File: src/rtl/wb_regfile_pkg.sv
// ============================================================================
// wb_regfile_pkg
// ----------------------------------------------------------------------------
// Shared constants for the write-back register file slice.
//   rwidth   : register-address width
//   word     : data width
//   ZERO_REG : address of the hardwired-zero register
//   NUM_REGS : architectural register count (including $0)
// The optional same-cycle bypass in wb_regfile is enabled by defining the
// macro WB_REGFILE_BYPASS_EN; nothing in this package depends on it.
// ============================================================================
package wb_regfile_pkg;

    localparam int rwidth   = 5;
    localparam int word     = 32;
    localparam int NUM_REGS = 32;

    localparam logic [4:0] ZERO_REG = 5'd0;

    // Write-back source selector encoding, mirrors the WB_MemtoReg control bit.
    typedef enum logic {
        WB_SRC_ALU = 1'b0,
        WB_SRC_MEM = 1'b1
    } wb_src_e;

    // Snapshot of the qualified write port, handy for binding checkers.
    typedef struct packed {
        logic            en;
        logic [4:0]      addr;
        logic [word-1:0] data;
    } wb_commit_t;

    // True when a write-back request really lands in the register file.
    function automatic logic wb_commits(input logic reg_write,
                                        input logic [4:0] dest);
        return reg_write && (dest != ZERO_REG);
    endfunction

endpackage

File: src/rtl/wb_regfile_array.sv
// ============================================================================
// wb_regfile_array
// ----------------------------------------------------------------------------
// Storage for the general-purpose registers $1..$(2**rwidth-1). Register $0 has
// no storage: reads of address 0 return zero and writes to it are dropped.
//
// Ports:
//   Clock       in   system clock, all updates on posedge
//   Reset       in   synchronous active-high reset, clears every register
//   wr_en       in   commit strobe (already qualified by the caller)
//   wr_addr     in   destination register
//   wr_data     in   data to commit
//   rd_addr_1   in   read address, port 1
//   rd_addr_2   in   read address, port 2
//   rd_data_1   out  combinational read data, port 1
//   rd_data_2   out  combinational read data, port 2
// ============================================================================
module wb_regfile_array #(
    parameter int rwidth = wb_regfile_pkg::rwidth,
    parameter int word   = wb_regfile_pkg::word
) (
    input  logic              Clock,
    input  logic              Reset,
    input  logic              wr_en,
    input  logic [rwidth-1:0] wr_addr,
    input  logic [word-1:0]   wr_data,
    input  logic [rwidth-1:0] rd_addr_1,
    input  logic [rwidth-1:0] rd_addr_2,
    output logic [word-1:0]   rd_data_1,
    output logic [word-1:0]   rd_data_2
);
    import wb_regfile_pkg::*;

    localparam int depth = 2 ** rwidth;
    localparam logic [rwidth-1:0] zero_addr = rwidth'(ZERO_REG);

    // Index 0 is intentionally absent; $0 is synthesised as a constant.
    logic [word-1:0] regs [1:depth-1];

    // Reset wins over a simultaneous write. The $0 guard is repeated here so
    // the array is safe even if a caller forgets to qualify the strobe.
    always_ff @(posedge Clock) begin
        if (Reset) begin
            for (int i = 1; i < depth; i++) begin
                regs[i] <= '0;
            end
        end else if (wr_en && (wr_addr != zero_addr)) begin
            regs[wr_addr] <= wr_data;
        end
    end

    always_comb begin
        rd_data_1 = '0;
        if (rd_addr_1 != zero_addr) begin
            rd_data_1 = regs[rd_addr_1];
        end
    end

    always_comb begin
        rd_data_2 = '0;
        if (rd_addr_2 != zero_addr) begin
            rd_data_2 = regs[rd_addr_2];
        end
    end

endmodule

File: src/rtl/wb_regfile.sv
// ============================================================================
// wb_regfile
// ----------------------------------------------------------------------------
// Write-back end of the MEM/WB interface: picks the write-back value, commits
// it to the register file, serves the two ID-stage read ports and counts
// committed writes.
//
// Configuration macro: WB_REGFILE_BYPASS_EN
//   defined   : a read port whose address matches a committing write returns
//               WB_Write_data in the same cycle (WB-to-ID bypass).
//   undefined : read ports show array contents only (old value on a
//               same-cycle read of the register being written).
//
// Ports:
//   Clock                     in   system clock
//   Reset                     in   synchronous active-high reset
//   WB_RegWrite               in   write enable from MEM/WB
//   WB_MemtoReg               in   1 = memory data, 0 = ALU result
//   WB_Data_memory_Read_data  in   load data
//   WB_ALU_result             in   ALU result
//   WB_MUX8_out               in   destination register
//   ID_Read_register_1/2      in   read addresses
//   ID_Read_data_1/2          out  combinational read data
//   WB_Write_data             out  selected write-back value (combinational)
//   WB_Write_count            out  committed-write count, wraps at 2**word
//
// There is no handshake on this block: every cycle with WB_RegWrite high and
// a non-zero destination is a commit; there is no backpressure.
// ============================================================================
module wb_regfile #(
    parameter int rwidth = wb_regfile_pkg::rwidth,
    parameter int word   = wb_regfile_pkg::word
) (
    input  logic              Clock,
    input  logic              Reset,
    input  logic              WB_RegWrite,
    input  logic              WB_MemtoReg,
    input  logic [word-1:0]   WB_Data_memory_Read_data,
    input  logic [word-1:0]   WB_ALU_result,
    input  logic [rwidth-1:0] WB_MUX8_out,
    input  logic [rwidth-1:0] ID_Read_register_1,
    input  logic [rwidth-1:0] ID_Read_register_2,
    output logic [word-1:0]   ID_Read_data_1,
    output logic [word-1:0]   ID_Read_data_2,
    output logic [word-1:0]   WB_Write_data,
    output logic [word-1:0]   WB_Write_count
);
    import wb_regfile_pkg::*;

    localparam logic [rwidth-1:0] zero_addr = rwidth'(ZERO_REG);

    logic            commit;
    logic [word-1:0] array_rd_1;
    logic [word-1:0] array_rd_2;
    logic [word-1:0] write_count;
    logic [word-1:0] count_next;

    // ---------------------------------------------------------------- select
    always_comb begin
        WB_Write_data = WB_ALU_result;
        if (wb_src_e'(WB_MemtoReg) == WB_SRC_MEM) begin
            WB_Write_data = WB_Data_memory_Read_data;
        end
    end

    // Writes aimed at $0 are architecturally no-ops and are not counted.
    assign commit = WB_RegWrite && (WB_MUX8_out != zero_addr);

    // ----------------------------------------------------------------- array
    wb_regfile_array #(
        .rwidth (rwidth),
        .word   (word)
    ) u_array (
        .Clock     (Clock),
        .Reset     (Reset),
        .wr_en     (commit),
        .wr_addr   (WB_MUX8_out),
        .wr_data   (WB_Write_data),
        .rd_addr_1 (ID_Read_register_1),
        .rd_addr_2 (ID_Read_register_2),
        .rd_data_1 (array_rd_1),
        .rd_data_2 (array_rd_2)
    );

    // ---------------------------------------------------------------- bypass
`ifdef WB_REGFILE_BYPASS_EN
    // commit already excludes $0, so a read of address 0 never bypasses.
    always_comb begin
        ID_Read_data_1 = array_rd_1;
        if (commit && (ID_Read_register_1 == WB_MUX8_out)) begin
            ID_Read_data_1 = WB_Write_data;
        end
    end

    always_comb begin
        ID_Read_data_2 = array_rd_2;
        if (commit && (ID_Read_register_2 == WB_MUX8_out)) begin
            ID_Read_data_2 = WB_Write_data;
        end
    end
`else
    assign ID_Read_data_1 = array_rd_1;
    assign ID_Read_data_2 = array_rd_2;
`endif

    // --------------------------------------------------------------- counter
    // Next-state kept as its own net so the increment path is easy to observe.
    assign count_next = write_count + 1'b1;

    always_ff @(posedge Clock) begin
        if (Reset) begin
            write_count <= '0;
        end else if (commit) begin
            write_count <= count_next;
        end
    end

    assign WB_Write_count = write_count;

endmodule

File: config.mk
export PLATFORM = sky130hd
export DESIGN_NAME = wb_regfile
export DESIGN_NICKNAME = d
export VERILOG_FILES = /design/src/rtl/wb_regfile_pkg.sv /design/src/rtl/wb_regfile_array.sv /design/src/rtl/wb_regfile.sv
export SDC_FILE = /design/constraint.sdc
export NUM_CORES = 2
export LEC_CHECK = 0
export BUFFER_PORTS_ARGS = -buffer_cell sky130_fd_sc_hd__buf_2
export CAP_MARGIN = 5
export CORE_MARGIN = 1
export CORE_UTILIZATION = 55
export DETAILED_ROUTE_END_ITERATION = 12
export GPL_ROUTABILITY_DRIVEN = 0
export PLACE_DENSITY_LB_ADDON = 0.25
export SETUP_SLACK_MARGIN = 0.1
export SLEW_MARGIN = 20
export SYNTH_ARGS = -nofsm -noshare
export SYNTH_HDL_FRONTEND = slang
export SYNTH_HIERARCHICAL = 1
export SYNTH_SLANG_ARGS = --single-unit
File: constraint.sdc
create_clock -name Clock -period 3.53 [get_ports Clock]
set_input_delay 0.706 -clock Clock [delete_from_list [all_inputs] [get_ports Clock]]
set_output_delay 0.706 -clock Clock [all_outputs]
set_load 0.03 [all_outputs]
==> impl_metrics.ini <==
[routing]
postRouteAntennaNets = 0
vias = 38566
firstDrtPassIters = 6
routed_wl_mm = 191
wl_per_cell_um = 34.2
wl_met2_mm = 87.6
drc = 0
highest_layer = met5
dr.first_iter.drc_count = 5702
wl_met3_mm = 23.9
vias_per_cell = 6.92
wirelength_met1_mm = 66.5

[synth]
synth_area_um2 = 56200
synth_area_per_cell_um2 = 15.1
synth-seq-area-share = 0.559
syn_inst = 3714
synthArstFlopShare = 0
synth.distinct_cells = 61
synth_edf_count = 1024
yosysWarnings = 6
ys.flop_type = edfxtp_1
synth_seq_cells = 1056

[floorplanning]
coreArea_um2 = 101000
die-area_um2 = 103000
die_x_um = 322
die_h_um = 322
rows = 116
pin_count = 211
start_util = 0.559

[setup_path]
r2r_slack_ns = 1.56
r2r_cells = 6
critPathMaxFanout = 2
reg2reg_to = WB_Write_count[22]
endpoint_kind = output port
r2r_start = WB_Write_count[0]
crit_buf_inv = 2
start_kind = flop
crit_chain = mux4_2 > mux4_2 > o22ai_2 > buf_4 > nor3_1 > buf_4
critPathMaxStageDelay_ns = 0.59
critPathKind = reg2out
cp.arrival_ns = 2.75
critPathRequiredTime_ns = 2.82
path_delay_family = multiplexers
cp_slowest_cell = mux4_2

[grt]
grt_antenna_before_repair = 6
overflow = 0
grt_max_degree = 41
grt_pass1_wl_mm = 267
grt_usage = 0.367
grt_pass1_vias = 38315

[timing]
relSlewSlack = 0.402
worst_pin_slew_ns = 0.897
skew_ns = 0.00584
finalMaxSlewViolations = 0
fmax_mhz = 289
tns_ns = 0
setup_violations = 0
rsz0062_at_grt = true
hold_viol_final = 0
min_period_ns = 3.46
period_share = 0.980

[cts]
clk_latency_ns = 0.70
postCtsHoldBufs = 0
cts_tree = yes
root_buffer = clkbuf_16
cts_inserted_buffers = 112
clk_path_buf_depth = 3
htree_num_levels = 3
cts_sinks = 1056
path_clk_slew_ns = 0.06

[power]
cellPowerDensity_nw_per_um2 = 465
max-vdd-ir-drop_mv = 0.462
leakage_nw = 24.2

[finish]
synthToLayoutAreaGrowth_pct = 20.4
finalInstanceArea_um2 = 67600
utilization = 0.672
fillers = 6775
drive_above_1_share = 0.377
fin_nets = 4211
diodes = 0

[hold_path]
timing.hold.worst.start = WB_RegWrite
hold_depth = 5
hold_path_class = in2reg
hold_end = WB_Write_count[1]

[placed_design]
dp_hpwl_mm = 116
placed_area_um2 = 61100
port-buffer-count = 210

[job]
max_cap_violations = 0

[status]
status = finished, final reports clean
final cells by class:
type / count / area (um2) / area share
multi-input cells: 2287 / 24600 / 0.363
well taps: 1357 / 1700 / 0.0251
inverters: 5 / 18.8 / 0.000278
clock buffers: 139 / 3000 / 0.0443
repair buffers: 665 / 6390 / 0.0945
clock inverters: 68 / 569 / 0.00842
flip-flops and latches: 1056 / 31400 / 0.464
registers in the layout (all words and copies together) (netlist names):
register and count:
u_array/regs 1024, WB_Write_count 32
worst max path at each step:
stage                     cells past startpoint  slack (ns)             startpoint            endpoint
final                                         6        0.07    u_array/regs[24][8]   ID_Read_data_2[8]
after global routing                          9        0.07  ID_Read_register_2[2]  ID_Read_data_2[20]
after CTS                                     8        0.01  ID_Read_register_1[0]  ID_Read_data_1[17]
after detailed placement                      9       -0.34  ID_Read_register_1[0]  ID_Read_data_1[11]
after global placement                        8       -0.36  ID_Read_register_1[0]  ID_Read_data_1[12]
after floorplan                               6        0.06  ID_Read_register_1[0]  ID_Read_data_1[30]
worst register-to-register path, delay by kind of cell, from the launching register on:
family                     cells  cell delay [ns]
and+or+nand+nor                4             1.06
DFF                            1             0.42
adders and majority gates      1             0.19
xor gates and xnor gates       1             0.17
timing repair:
item / 4_1_cts / 5_1_grt
pin swaps: 43 / 29
endpoints found under the hold margin: 0 / 0
endpoints found under the setup margin: 64 / 48
resized for setup: 263 / 98
setup buffers: 41 / 17
cloned: 16 / 7
layout by cell type, fill, tap and decap left out, drive strengths merged, types with 16 or more instances in the layout:
| cell | synthesis | final |
|---|---|---|
| a2111oi | 55 | 55 |
| nor2 | 67 | 67 |
| mux4 | 472 | 472 |
| a22o | 51 | 51 |
| clkbuf | 268 | 147 |
| conb | 1 | 32 |
| and2 | 996 | 996 |
| mux2 | 62 | 62 |
| mux2i | 150 | 150 |
| edfxtp | 1024 | 1024 |
| clkinv | 0 | 55 |
| o22ai | 103 | 103 |
| a22oi | 16 | 16 |
| nor3 | 60 | 60 |
| xnor2 | 26 | 26 |
| dfxtp | 32 | 32 |
| buf | 129 | 656 |
| or2 | 33 | 33 |
| nand2 | 22 | 22 |
| nor4 | 23 | 23 |
cells in the mapped netlist, types with 16 or more instances:
| master | n | share of area |
|---|---|---|
| a2111oi_1 | 41 | 0.0073 |
| mux2i_1 | 150 | 0.027 |
| buf_2 | 53 | 0.0047 |
| edfxtp_1 | 1024 | 0.55 |
| clkbuf_1 | 268 | 0.018 |
| nor4_1 | 21 | 0.0023 |
| mux4_2 | 472 | 0.19 |
| nor3_1 | 60 | 0.0053 |
| xnor2_1 | 26 | 0.0041 |
| buf_1 | 17 | 0.0011 |
| and2_1 | 996 | 0.11 |
| nor2_1 | 67 | 0.0045 |
| or2_2 | 31 | 0.0035 |
| buf_4 | 37 | 0.0049 |
| buf_6 | 22 | 0.0044 |
| mux2_2 | 62 | 0.012 |
| dfxtp_1 | 32 | 0.011 |
| o22ai_1 | 103 | 0.011 |
| a22o_1 | 51 | 0.0080 |
| nand2_1 | 21 | 0.0014 |
| a22oi_1 | 16 | 0.0021 |
metal layers:
metal / vias up / track usage
met2: 3162 / 0.564
met3: 599 / 0.0787
met4: 4 / 0.215
met1: 19637 / 0.485
li1: 15164 / -
met5: - / 0
report_power, final:
| group | internal (W) | total (W) | switching (W) |
|---|---|---|---|
| combinational | 0.00218 | 0.00498 | 0.00280 |
| clock | 0.00664 | 0.0116 | 0.00500 |
| sequential | 0.0144 | 0.0148 | 0.000380 |
| total | 0.0232 | 0.0314 | 0.00818 |
stage by stage:
step / power (W) / setup WS (ns) / std cells / hold WS [ns]
6_report: 0.0314 / 0.0696 / 5577 / 0.484
5_1_grt: 0.0321 / 0.0675 / 5577 / 0.506
4_1_cts: 0.0312 / 0.0110 / 5553 / 0.459
3_5_place_dp: 0.0193 / -0.341 / 5289 / 0.502
3_3_place_gp: 0.0192 / -0.356 / 5289 / 0.502
2_1_floorplan: 0.0174 / 0.0616 / 3745 / 0.608
logic make-up (layout without fill, tap and decap cells):
kind of cell,Yosys count,in the layout,share of synthesized area
AOI/OAI and AO/OA,264,264,0.0362
xor gates and xnor gates,30,30,0.00468
adders and majority gates,1,1,0.000223
buffers and inverters,402,877,0.0335
DFF,1056,1056,0.559
muxes,684,684,0.228
other,1,32,0.0000667
and+or+nand+nor,1276,1276,0.138
Power figures use the tool's default switching activity.
